===== config.mk =====
export PLATFORM = sky130hd
export DESIGN_NAME = alu_issue_ctrl
export DESIGN_NICKNAME = d
export VERILOG_FILES = /design/src/rtl/alu_issue_ctrl.sv
export SDC_FILE = /design/constraint.sdc
export NUM_CORES = 1
export LEC_CHECK = 0
export BUFFER_PORTS_ARGS = -buffer_cell sky130_fd_sc_hd__clkbuf_2
export CAP_MARGIN = 40
export CORE_AREA = 2 2 58 88
export CTS_CLUSTER_DIAMETER = 30
export CTS_CLUSTER_SIZE = 20
export DETAILED_ROUTE_END_ITERATION = 16
export DIE_AREA = 0 0 60 90
export GPL_ROUTABILITY_DRIVEN = 0
export PLACE_DENSITY_LB_ADDON = 0.05
export SLEW_MARGIN = 15
export SYNTH_ARGS = -nofsm -noshare
export SYNTH_HDL_FRONTEND = slang
export SYNTH_SLANG_ARGS = --single-unit
export TNS_END_PERCENT = 10

===== constraint.sdc =====
create_clock -name clk -period 1.7 [get_ports clk]
set_clock_uncertainty 0.1 [all_clocks]
set_input_delay 0.34 -clock clk [delete_from_list [all_inputs] [get_ports clk]]
set_output_delay 0.34 -clock clk [all_outputs]
set_load 0.02 [all_outputs]

===== src/rtl/alu_issue_ctrl.sv =====
// Initiator side of the 8-bit ALU operand/opcode interface: accepts one request, sequences the ALU bus reads, returns the result.
// Optional macro ALU_FLAGS_EN adds a registered rsp_flags[1:0] output (bit0 zero, bit1 divide-by-zero).
module alu_issue_ctrl #(
  parameter int          WAIT_CYCLES = 1,
  parameter logic [15:0] WIDE_MASK   = 16'h0180
) (
  input  logic       clk,
  input  logic       rst,
  input  logic       req_valid,
  output logic       req_ready,
  input  logic [3:0] req_op,
  input  logic [7:0] req_a,
  input  logic [7:0] req_b,
  output logic       rsp_valid,
  input  logic       rsp_ready,
  output logic [7:0] rsp_lo,
  output logic [7:0] rsp_hi,
  output logic       rsp_wide,
`ifdef ALU_FLAGS_EN
  output logic [1:0] rsp_flags,
`endif
  output logic [7:0] alu_a,
  output logic [7:0] alu_b,
  output logic [7:0] alu_opcode,
  output logic       alu_en,
  input  logic [7:0] alu_data
);

  localparam logic [3:0] WAIT_LD = 4'(WAIT_CYCLES);

  typedef enum logic [2:0] {IDLE, EXEC, RD_LO, RD_HI, RESP} state_t;

  state_t     state;
  logic [3:0] cnt;
  logic [3:0] op_q;
  logic       wide_q;

`ifdef ALU_FLAGS_EN
  function automatic logic [1:0] flags_of(input logic [3:0] op, input logic [7:0] b,
                                          input logic zero);
    return {((op == 4'hB) || (op == 4'hC)) && (b == 8'h00), zero};
  endfunction
`endif

  always_ff @(posedge clk) begin
    if (!rst) begin
      state      <= IDLE;
      cnt        <= 4'd0;
      op_q       <= 4'd0;
      wide_q     <= 1'b0;
      req_ready  <= 1'b0;
      rsp_valid  <= 1'b0;
      rsp_lo     <= 8'h00;
      rsp_hi     <= 8'h00;
      rsp_wide   <= 1'b0;
      alu_a      <= 8'h00;
      alu_b      <= 8'h00;
      alu_opcode <= 8'h00;
      alu_en     <= 1'b0;
`ifdef ALU_FLAGS_EN
      rsp_flags  <= 2'b00;
`endif
    end else begin
      case (state)
        IDLE: begin
          if (req_valid && req_ready) begin
            op_q       <= req_op;
            alu_a      <= req_a;
            alu_b      <= req_b;
            alu_opcode <= {4'h0, req_op};
            wide_q     <= WIDE_MASK[req_op];
            rsp_wide   <= WIDE_MASK[req_op];
            rsp_hi     <= 8'h00;
            cnt        <= WAIT_LD;
            req_ready  <= 1'b0;
`ifdef ALU_FLAGS_EN
            rsp_flags  <= 2'b00;
`endif
            state      <= EXEC;
          end else begin
            req_ready <= 1'b1;
          end
        end
        // Operands are stable on the bus; give the ALU its settle time before enabling it
        EXEC: begin
          cnt <= cnt - 4'd1;
          if (cnt == 4'd1) begin
            alu_en <= 1'b1;
            state  <= RD_LO;
          end
        end
        RD_LO: begin
          rsp_lo <= alu_data;
          if (wide_q) begin
            alu_opcode <= 8'h08;
            state      <= RD_HI;
          end else begin
            alu_en    <= 1'b0;
            rsp_valid <= 1'b1;
`ifdef ALU_FLAGS_EN
            rsp_flags <= flags_of(op_q, alu_b, alu_data == 8'h00);
`endif
            state     <= RESP;
          end
        end
        // Restore the real opcode so a following carry-dependent op sees the right ALU state
        RD_HI: begin
          rsp_hi     <= alu_data;
          alu_en     <= 1'b0;
          alu_opcode <= {4'h0, op_q};
          rsp_valid  <= 1'b1;
`ifdef ALU_FLAGS_EN
          rsp_flags  <= flags_of(op_q, alu_b, (rsp_lo == 8'h00) && (alu_data == 8'h00));
`endif
          state      <= RESP;
        end
        RESP: begin
          if (rsp_ready) begin
            rsp_valid <= 1'b0;
            req_ready <= 1'b1;
            state     <= IDLE;
          end
        end
        default: state <= IDLE;
      endcase
    end
  end

endmodule


==> impl_metrics.py <==
metrics = {
    "finish": {
        "final_layout_size_suffix_gt1_share_pct": 30.6,
        "area_growth_pct": 25.4,
        "nets": 370,
        "diodes": 0,
        "fill_cells": 476,
        "stdcell_area_um2": 2780,
        "utilization_pct": 59.2,
    },
    "synth": {
        "syn_area_per_cell_um2": 8.58,
        "synth_area_um2": 2210,
        "yosysUniqueCellTypes": 40,
        "ys_seq_elements": 51,
        "ys.warnings.count": 0,
        "synth_common_cells": "nand2_1 (78), dfxtp_1 (51), a21boi_0 (31), nand3_1 (10), nor2_1 (8)",
        "synth_most_common_cell": "nand2_1",
        "yosys_most_used_dff": "dfxtp_1",
        "synth_top_area_share_pct": 46.1,
        "synth_edf_count": 0,
        "yosys.area.top_type": "dfxtp_1",
        "ys_seq_area_share_pct": 46.1,
        "async_flop_share_pct": 0,
        "netlist_instances": 258,
        "yosys-top-cells-area": "dfxtp_1 (46%), nand2_1 (13%), a21boi_0 (11%)",
    },
    "floorplan": {
        "num_rows": 31,
        "chipWidth_um": 60,
        "core_um2": 4690,
        "die_h_um": 90,
        "dieArea_um2": 5400,
        "start_util_pct": 47.2,
        "num_io_pins": 76,
    },
    "clocking": {
        "cts_made_buffers": 5,
        "hold_buffers": 0,
        "cts_root_buffer": "clkbuf_8",
        "clk_pin_slew_ns": 0.09,
        "clockBufferDepth": 2,
        "post-cts-setup-buffers": 0,
        "htree_levels": 2,
        "cts.sinks": 51,
        "cts_tree": "built",
        "clkLatencyLatePin_ns": 0.30,
        "cts_resized": 0,
    },
    "power_and_ir_drop": {
        "peakVddDrop_v": 0.000770,
        "power.density_nw_per_um2": 1300,
        "cellLeakagePower_nw": 1.23,
    },
    "worst_setup_path": {
        "critPathBufInv": 0,
        "crit_chain": "or3b_1 -> a21oi_4 -> nor3_1 -> o211a_1",
        "arrival_ns": 1.65,
        "cp_max_fo": 8,
        "r2r_setup_slack_ns": 0.14,
        "crit_slowest_cell": "or3b_1",
        "crit_type": "register to register",
        "critPathLaunchType": "register",
        "cp-end-kind": "register",
        "crit_path_max_incr_delay_ns": 0.50,
        "cp_top_family": "simple AND/OR/NAND/NOR gates",
        "cp.required_ns": 1.80,
    },
    "placement": {
        "dpl-instance-area_um2": 2690,
        "hpwl_mm": 3.59,
        "port_buffers": 71,
    },
    "route": {
        "drt-pass1-iter-count": 4,
        "wl_per_cell_um": 11.8,
        "drt-initial-drc-count": 56,
        "drt_wl_total_mm": 4.77,
        "ant_nets": 0,
        "remaining_drc_errors": 0,
        "via_per_inst": 4.83,
        "vias": 1948,
    },
    "global_routing": {
        "grt_pass1_wl_mm": 8.07,
        "overflow": 0,
        "grt_max_degree": 25,
        "antenna_found_initial": 0,
        "grt_usage_pct": 18.9,
        "first_global_vias": 1809,
    },
    "sta": {
        "layout_worst_path_cycle_share_pct": 91.5,
        "post-route-min-period_ns": 1.56,
        "setup_violations": 0,
        "rsz0062_at_grt": "no",
        "hold_viol": 0,
        "max_freq_mhz": 643,
        "finalMaxSlewViolations": 0,
        "finalSetupTns_ns": 0,
        "whs_ns": 0.158,
    },
    "outcome": {
        "status": "complete, no violations",
    },
    "worst_hold_path": {
        "hp-class": "primary input to register",
    },
    "run": {
        "cap_violations": 0,
    },
}
-- cells in the final DEF, fill, tap and decap left out, drive strengths merged --
cell and instances:
nand2 78, clkbuf 76, dfxtp 51, a21boi 36, buf 18, nand3 10, nor2 8, o211a 7
a21oi 7, inv 5, nand2b 4, o211ai 4, conb 4, nor3 3, o21ai 3, nor3b 3
and2 2, ha 2, clkinv 2, nor4 1, or4 1, nand4b 1, or4b 1, or3b 1
nand3b 1, nor2b 1, xor2 1, o22ai 1, a31oi 1, a211oi 1, nand4bb 1, o311ai 1
mux2i 1
-- stage by stage --
stage	worst slack, ns	power [W]	std cells
final	0.144	0.00360	403
after global routing	0.0117	0.00386	403
after CTS	0.137	0.00365	403
after detailed placement	0.123	0.00296	395
after global placement	0.151	0.00295	395
after floorplan	0.0286	0.00251	261
-- metal layers --
| metal | global-route usage (%) | up-vias | wire [um] |
|---|---|---|---|
| met5 | 0 | - | 0 |
| met4 | 6.30 | 0 | 93 |
| met3 | 3.45 | 7 | 183 |
| met2 | 31.5 | 45 | 2330 |
| met1 | 23.6 | 880 | 2170 |
| li1 | - | 1016 | - |
-- worst paths after layout --
kind | end | cells past startpoint | from
max | alu_en$_SDFFE_PN0P_ | 4 | state[0]$_SDFFE_PN0P_
min | alu_b[7]$_SDFFE_PN0P_ | 3 | req_b[7]
max reg2reg | alu_en$_SDFFE_PN0P_ | 4 | state[0]$_SDFFE_PN0P_
min reg2reg | op_q[3]$_SDFFE_PN0P_ | 2 | op_q[3]$_SDFFE_PN0P_
-- where the power goes --
group | internal [W] | total [W] | switching (W)
Clock | 0.000290 | 0.000684 | 0.000393
Combinational | 0.000563 | 0.00138 | 0.000821
Sequential | 0.00140 | 0.00153 | 0.000135
Total | 0.00225 | 0.00360 | 0.00135
-- registers in the layout, summed over array words and instances, names as in the netlist --
register and cells:
alu_a 8, alu_b 8, rsp_hi 8, rsp_lo 8
alu_opcode 4, cnt 4, op_q 4, state 3
alu_en 1, req_ready 1, rsp_valid 1, wide_q 1
-- worst reg2reg max path, stage by stage (launching register included) --
cell	delay (ns)
dfxtp_1	0.43
or3b_1	0.50
a21oi_4	0.17
nor3_1	0.07
o211a_1	0.19
-- cell type report --
class	count	area, um^2	area share (%)
tap	66	82.6	2.97
sequential	51	1020	36.8
clock inverter	3	18.8	0.676
multi-input combinational	185	1070	38.5
timing repair buffer	89	503	18.1
clock buffer	5	68.8	2.48
inverter	4	15.0	0.541
-- cell families after synthesis --
logic type	count (synthesis)	synth area share [%]
AO/OA/AOI/OAI	61	21.0
XOR/XNOR	1	0.396
adder cells (fa/ha/maj)	2	1.13
buffers and inverters	25	6.16
flip-flops	51	46.1
multiplexers	1	0.452
other	1	0.169
AND/OR/NAND/NOR	116	24.6
Power figures use the tool's default switching activity.
